## config.mk

```make
export PLATFORM = sky130hd
export DESIGN_NAME = taylor_kernel_pp
export DESIGN_NICKNAME = d
export VERILOG_FILES = /design/src/rtl/taylor_pkg.sv /design/src/rtl/taylor_stage.sv /design/src/rtl/taylor_kernel_pp.sv
export SDC_FILE = /design/constraint.sdc
export NUM_CORES = 1
export LEC_CHECK = 0
export BUFFER_PORTS_ARGS = -buffer_cell sky130_fd_sc_hd__clkbuf_2
export CORE_MARGIN = 3
export CORE_UTILIZATION = 56
export CTS_CLUSTER_DIAMETER = 200
export DETAILED_ROUTE_END_ITERATION = 6
export PLACE_DENSITY = 0.74
export SLEW_MARGIN = 30
export SYNTH_ARGS = -nofsm -noshare
export SYNTH_HDL_FRONTEND = slang
export SYNTH_SLANG_ARGS = --single-unit
export TNS_END_PERCENT = 50
```

## constraint.sdc

```tcl
create_clock -name clk -period 4.4 [get_ports clk]
set_input_delay 0 -clock clk [delete_from_list [all_inputs] [get_ports clk]]
set_output_delay 0 -clock clk [all_outputs]
set_load 0.01 [all_outputs]
```

## src/rtl/taylor_pkg.sv

```systemverilog
// Shared definitions for the Taylor-series kernel.
// Optional feature macro: TAYLOR_ROUND_EN (round-half-up in every product term).
package taylor_pkg;

  localparam int MAX_NTERM = 6;
  localparam int MAX_DW    = 16;
  localparam int MAX_IW    = 8;
  localparam int MAX_AW    = MAX_DW + MAX_IW;

  // Default per-term extra shifts: 1/2, 1/3 ~ 1/4, 1/4 ~ 1/2 -> approximates e^t.
  localparam logic [8:0] DEFAULT_TERM_SHIFT = {3'd1, 3'd2, 3'd1};

  // One pipeline stage's state. Sized for the largest supported configuration;
  // bits above the configured widths are always zero.
  typedef struct packed {
    logic              valid;
    logic              sign;
    logic [MAX_DW-1:0] t;
    logic [MAX_AW-1:0] acc;
    logic [MAX_DW-1:0] p;
  } stage_rec_t;

  localparam int PW = 2 * MAX_DW + 1;

  // (t * p) >> (dw + sh), optionally rounded half up. Operands are < 2^dw, so the
  // shifted product (rounded or not) always fits in dw bits.
  function automatic logic [MAX_DW-1:0] mul_shift(input logic [MAX_DW-1:0] t,
                                                  input logic [MAX_DW-1:0] p,
                                                  input int                dw,
                                                  input logic [2:0]        sh);
    logic [PW-1:0] prod;
    int            rsh;
    rsh  = dw + int'(sh);
    prod = PW'(t) * PW'(p);
`ifdef TAYLOR_ROUND_EN
    prod = prod + (PW'(1) << (rsh - 1));
`else
    prod = prod;
`endif
    return MAX_DW'(prod >> rsh);
  endfunction

endpackage

```

## src/rtl/taylor_stage.sv

```systemverilog
// One accumulate (+ optional next-term multiply) stage of the Taylor kernel.
// Stage index K selects the term power K+2; odd powers subtract for negative t.
// Optional feature macro (via taylor_pkg::mul_shift): TAYLOR_ROUND_EN.
module taylor_stage
  import taylor_pkg::*;
#(
  parameter int         DW         = 8,
  parameter int         IW         = 2,
  parameter int         K          = 0,
  parameter int         DO_MUL     = 1,
  parameter logic [2:0] SHIFT_NEXT = 3'd0
) (
  input  logic       clk,
  input  logic       rst_n,
  input  logic       en,
  input  stage_rec_t d,
  output stage_rec_t q
);

  localparam int   AW       = IW + DW;
  localparam logic SUB_TERM = ((K % 2) == 1);

  logic [AW-1:0] acc_in;
  logic [AW-1:0] p_ext;
  logic [AW-1:0] acc_next;
  logic [DW-1:0] p_next;
  stage_rec_t    q_next;
  logic          unused_ok;

  // Accumulate the incoming term and form the next-higher term.
  always_comb begin
    acc_in   = d.acc[AW-1:0];
    p_ext    = AW'(d.p[DW-1:0]);
    acc_next = (d.sign && SUB_TERM) ? (acc_in - p_ext) : (acc_in + p_ext);
    p_next   = '0;
    if (DO_MUL != 0) begin
      p_next = DW'(mul_shift(d.t, d.p, DW, SHIFT_NEXT));
    end
    q_next       = '0;
    q_next.valid = d.valid;
    q_next.sign  = d.sign;
    q_next.t     = d.t;
    q_next.acc   = MAX_AW'(acc_next);
    q_next.p     = MAX_DW'(p_next);
  end

  // Upper record bits are structurally zero and intentionally ignored.
  assign unused_ok = &{1'b0, d};

  // Stage register; frozen while the pipeline is stalled.
  always_ff @(posedge clk or negedge rst_n) begin
    if (!rst_n) begin
      q <= '0;
    end else if (en) begin
      q <= q_next;
    end
  end

endmodule

```

## src/rtl/taylor_kernel_pp.sv

```systemverilog
// Pipelined Taylor-series kernel: oData = 1 +/- t + t^2/.. +/- t^3/.. + ...
// Stage 1 (here) seeds the accumulator and the t^2 term; NTERM taylor_stage
// instances add one term each. Single global stall driven by the output side.
// Optional feature macro: TAYLOR_ROUND_EN (round-half-up products).
module taylor_kernel_pp
  import taylor_pkg::*;
#(
  parameter int                 DW         = 8,
  parameter int                 IW         = 2,
  parameter int                 NTERM      = 3,
  parameter logic [NTERM*3-1:0] TERM_SHIFT = DEFAULT_TERM_SHIFT
) (
  input  logic             clk,
  input  logic             rst_n,
  input  logic [DW-1:0]    iData,
  input  logic             iSign,
  input  logic             iValid,
  output logic             oReady,
  output logic [IW+DW-1:0] oData,
  output logic             oValid,
  input  logic             iReady
);

  localparam int            AW  = IW + DW;
  localparam logic [AW-1:0] ONE = AW'(1) << DW;

  if (NTERM < 1 || NTERM > MAX_NTERM || DW > MAX_DW || IW > MAX_IW) begin : g_bad_cfg
    $error("taylor_kernel_pp: unsupported configuration");
  end

  logic       stall;
  logic       en;
  stage_rec_t s1_reg;
  stage_rec_t s1_next;
  stage_rec_t pipe [NTERM+1];
  logic       unused_tail;

  // A held output blocks everything behind it.
  assign stall  = oValid & ~iReady;
  assign oReady = ~stall;
  assign en     = ~stall;

  // Stage 1: 1 +/- t and the first product term t^2 >> shift.
  always_comb begin
    s1_next       = '0;
    s1_next.valid = iValid;
    s1_next.sign  = iSign;
    s1_next.t     = MAX_DW'(iData);
    s1_next.acc   = MAX_AW'(iSign ? (ONE - AW'(iData)) : (ONE + AW'(iData)));
    s1_next.p     = MAX_DW'(DW'(mul_shift(MAX_DW'(iData), MAX_DW'(iData), DW, TERM_SHIFT[2:0])));
  end

  // Stage 1 register; when not stalled a missing iValid loads a bubble.
  always_ff @(posedge clk or negedge rst_n) begin
    if (!rst_n) begin
      s1_reg <= '0;
    end else if (en) begin
      s1_reg <= s1_next;
    end
  end

  assign pipe[0] = s1_reg;

  for (genvar gi = 0; gi < NTERM; gi++) begin : g_stage
    if (gi < NTERM - 1) begin : g_mul
      taylor_stage #(
        .DW        (DW),
        .IW        (IW),
        .K         (gi),
        .DO_MUL    (1),
        .SHIFT_NEXT(TERM_SHIFT[3*(gi+1) +: 3])
      ) u_stage (
        .clk  (clk),
        .rst_n(rst_n),
        .en   (en),
        .d    (pipe[gi]),
        .q    (pipe[gi+1])
      );
    end else begin : g_last
      taylor_stage #(
        .DW        (DW),
        .IW        (IW),
        .K         (gi),
        .DO_MUL    (0),
        .SHIFT_NEXT(3'd0)
      ) u_stage (
        .clk  (clk),
        .rst_n(rst_n),
        .en   (en),
        .d    (pipe[gi]),
        .q    (pipe[gi+1])
      );
    end
  end

  // The last stage register is the output register.
  assign oValid = pipe[NTERM].valid;
  assign oData  = pipe[NTERM].acc[AW-1:0];

  assign unused_tail = &{1'b0, pipe[NTERM]};

endmodule

```

==> qor.yml <==
timing:
  fin_setup_tns_ns: 0
  slew_violations: 0
  report.final.hold_viol_count: 0
  worst_slew_margin_rel: 0.388
  fin_crit_sh: 0.970
  worst_hold_slack_after_final_layout_ns: 0.0757
  timing.final.crit_period_ns: 4.27
  worstMarginPinSlew_ns: 0.918
  fin_worst_skew_ns: 0.00671
  final.setup.worst_slack_ns: 0.131
  timing.final.setup_violations: 0
  rsz0062_at_grt: "true"
  max_freq_mhz: 234
hold_path:
  holdPathStages: 3
  hold-path-endpoint: "pipe[192]$_DFFE_PN0N_"
  min-delay-start: "iData[2]"
  timing.hold.worst.class: "in2reg"
setup_path:
  worst-endpoint-required_ns: 4.66
  cp-start-kind: "flop"
  ff2ff_setup_slack_ns: 0.13
  worst-setup-path-type: "reg2reg"
  worstRegToRegCells: 14
  worstSetupStartpoint: "pipe[176]$_DFFE_PN0N_"
  reg2reg_from: "pipe[176]$_DFFE_PN0N_"
  worstPathMaxFanout: 6
  endpoint_kind: "flop"
  critical_path.reg2reg.endpoint: "g_stage[0].g_mul.u_stage.q[4]$_DFFE_PN0N_"
  worst_ep_arrival_ns: 4.53
logic_synthesis:
  ys_seq_area_frac: 0.234
  post_synth_mux_area_share: 0.00365
  synth-edff-count: 0
  synth_compound_gate_area_share: 0.110
  synthesis.nets: 1112
  async_flop_share: 1.00
  adder_cell_share_of_the_synthesized_area: 0.346
  post_synth_num_cell_types: 58
  yosysWarnings: 0
  synth_top_family_by_area: "adder cells"
  post-synth-top-area-cell: "sky130_fd_sc_hd__dfrtp_1"
  mappedNetlistArea_um2: 8230
  synth.top_cell.area_share: 0.234
  synth_seq_cells: 77
  post_synth_inst_count: 915
  synth-main-ff-cell: "sky130_fd_sc_hd__dfrtp_1"
  post_synth_xor_area_fraction: 0.0426
  simple_gate_fraction_of_synth_area: 0.191
  post_synth_main_area_contributors: "sky130_fd_sc_hd__dfrtp_1, sky130_fd_sc_hd__fa_1, sky130_fd_sc_hd__ha_1"
  mean_area_per_synthesized_cell_um2: 8.99
placement:
  io_buffer_count: 24
  place.detailed.hpwl_um: 12500
  place_worst_setup_slack_ns: 0.0407
  detailed_place.area_um2: 8700
  routability_cong: 0.816
floorplan:
  boundaryPins: 25
  fp.dieArea_um2: 16200
  start_util: 0.582
  die-width_um: 127
  core_area_um2: 14100
  die-height_um: 127
  placementRows: 43
grt:
  antenna_found_initial: 0
  first_pass_grt_wire_length_um: 29400
  grt_max_degree: 96
  grtUsageTotal: 0.220
  grt_remaining_overflow: 0
  grt_pass1_vias: 6380
power:
  power_leakage_nw: 4.66
  power_share_of_the_combinational_group: 0.724
  internal-power_mw: 4.00
  total_switching_power_mw: 3.56
  power.density_nw_per_um2: 829
  worst_ir_drop_vdd_mv: 0.360
  netSwitchingFraction: 0.471
  power.share.clock: 0.098
  power_frac_seq: 0.178
finish:
  area.growth.synth_to_final_pct: 10.7
  final_layout_size_suffix_gt1_frac: 0.103
  final_net_count: 1152
  layout.cell_area.non_filler_um2: 9110
  most-common-layout-cells: "sky130_fd_sc_hd__inv_1, sky130_fd_sc_hd__nand2_1, sky130_fd_sc_hd__ha_1"
  antenna_diode_count: 0
  final_util: 0.644
  final_common_cell: "sky130_fd_sc_hd__inv_1"
detailed_routing:
  drt.antenna.violating_nets: 0
  avgViaCountPerCell: 5.37
  wl_um: 16000
  detailed_route_via_count: 6117
  detailedRoute.firstPassIterationCount: 4
  route.detailed.wl_per_inst_um: 14.1
  initialDrtViolationCount: 228
  drcViolationCount: 0
outcome:
  outcome: "complete, no violations"
clock_network:
  htreeDepth: 3
  tritoncts.num_buffers: 9
  cts_root_buffer: "sky130_fd_sc_hd__clkbuf_16"
  tritoncts: "built"
  worstSkewPairLatency_ns: 0.35
  clockBufferDepth: 2
  clk_transition_reported_paths_ns: 0.06
  cts.sink_count: 77
run:
  drv.max_cap_violation_count: 0
what timing repair did:
item,in CTS,in global routing
setup buffers,0,2
gates resized for setup,0,18
hold buffers,3,0
endpoints found under the hold margin,79,0
endpoints found under the setup margin,0,6
power by group through the flow:
stage | combinational [mW] | clock, mW | sequential [mW]
after floorplan | 4.03 | 0 | 1.28
after global placement | 5.05 | 0 | 1.34
after detailed placement | 5.23 | 0 | 1.36
after CTS | 5.30 | 0.759 | 1.35
after global routing | 6.37 | 0.794 | 1.40
final | 5.47 | 0.742 | 1.34
through the flow:
stage	cells	total power, mW
final	1139	7.56
after global placement	1119	6.40
after CTS	1137	7.40
after global routing	1139	8.56
after detailed placement	1119	6.59
after floorplan	915	5.31
cell usage after synthesis, drive strengths merged, types with 3 or more instances:
cell / count
nor2b: 6
a221oi: 3
xor2: 15
a21oi: 37
and3: 5
nor3b: 5
dfrtp: 77
nand2b: 3
clkbuf: 30
ha: 111
and2: 89
mux2i: 3
o31ai: 8
nor4: 4
nand2: 119
nand3: 8
inv: 125
xnor2: 25
fa: 73
o21a: 8
a21o: 7
or3: 5
o21ai: 43
a21boi: 3
a211oi: 5
o21bai: 5
nor2: 38
nand4b: 3
nor3: 14
or2: 5
metal layers:
layer	GRT usage	routed length, um	up-vias
li1	-	-	3076
met1	0.282	7280	2954
met2	0.393	8120	69
met3	0.0322	429	18
met4	0.0549	217	0
met5	0	0	-
worst max-delay path by stage:
stage                                                     end  slack (ns)
floorplan           g_stage[0].g_mul.u_stage.q[4]$_DFFE_PN0N_        0.07
global placement    g_stage[0].g_mul.u_stage.q[4]$_DFFE_PN0N_        0.11
detailed placement  g_stage[0].g_mul.u_stage.q[4]$_DFFE_PN0N_        0.04
CTS                 g_stage[0].g_mul.u_stage.q[4]$_DFFE_PN0N_        0.03
global route        g_stage[0].g_mul.u_stage.q[4]$_DFFE_PN0N_       -0.03
finish              g_stage[0].g_mul.u_stage.q[4]$_DFFE_PN0N_        0.13
registers in the layout, indices dropped and copies added, names as in the netlist:
register / cells
g_stage.g_last.u_stage.q: 11
g_stage.g_mul.u_stage.q: 41
pipe: 25
worst max-delay path, cell delays in order (launching register included):
cell                       delay (ns)
sky130_fd_sc_hd__dfrtp_1         0.43
sky130_fd_sc_hd__and2_4          0.16
sky130_fd_sc_hd__fa_1            0.48
sky130_fd_sc_hd__fa_1            0.51
sky130_fd_sc_hd__fa_1            0.52
sky130_fd_sc_hd__inv_1           0.05
sky130_fd_sc_hd__fa_1            0.53
sky130_fd_sc_hd__inv_1           0.06
sky130_fd_sc_hd__ha_4            0.24
sky130_fd_sc_hd__a211oi_2        0.23
sky130_fd_sc_hd__nor2_2          0.08
sky130_fd_sc_hd__o32ai_2         0.27
sky130_fd_sc_hd__nor4_2          0.10
sky130_fd_sc_hd__or3_1           0.36
sky130_fd_sc_hd__a31oi_1         0.17
logic make-up after synthesis:
kind of cell	after synthesis
AOI/OAI and AO/OA	142
xor gates and xnor gates	40
adders and majority gates	184
buffers and inverters	157
DFF	77
muxes	3
and+or+nand+nor	312
cell type report:
class	count	area [um^2]
fill	1207	5040
sequential	77	1930
multi-input combinational	681	5780
clock buffer	12	246
timing repair buffer	60	404
tap	180	225
clock inverter	3	46.3
inverter	126	473
Power figures use the tool's default switching activity.
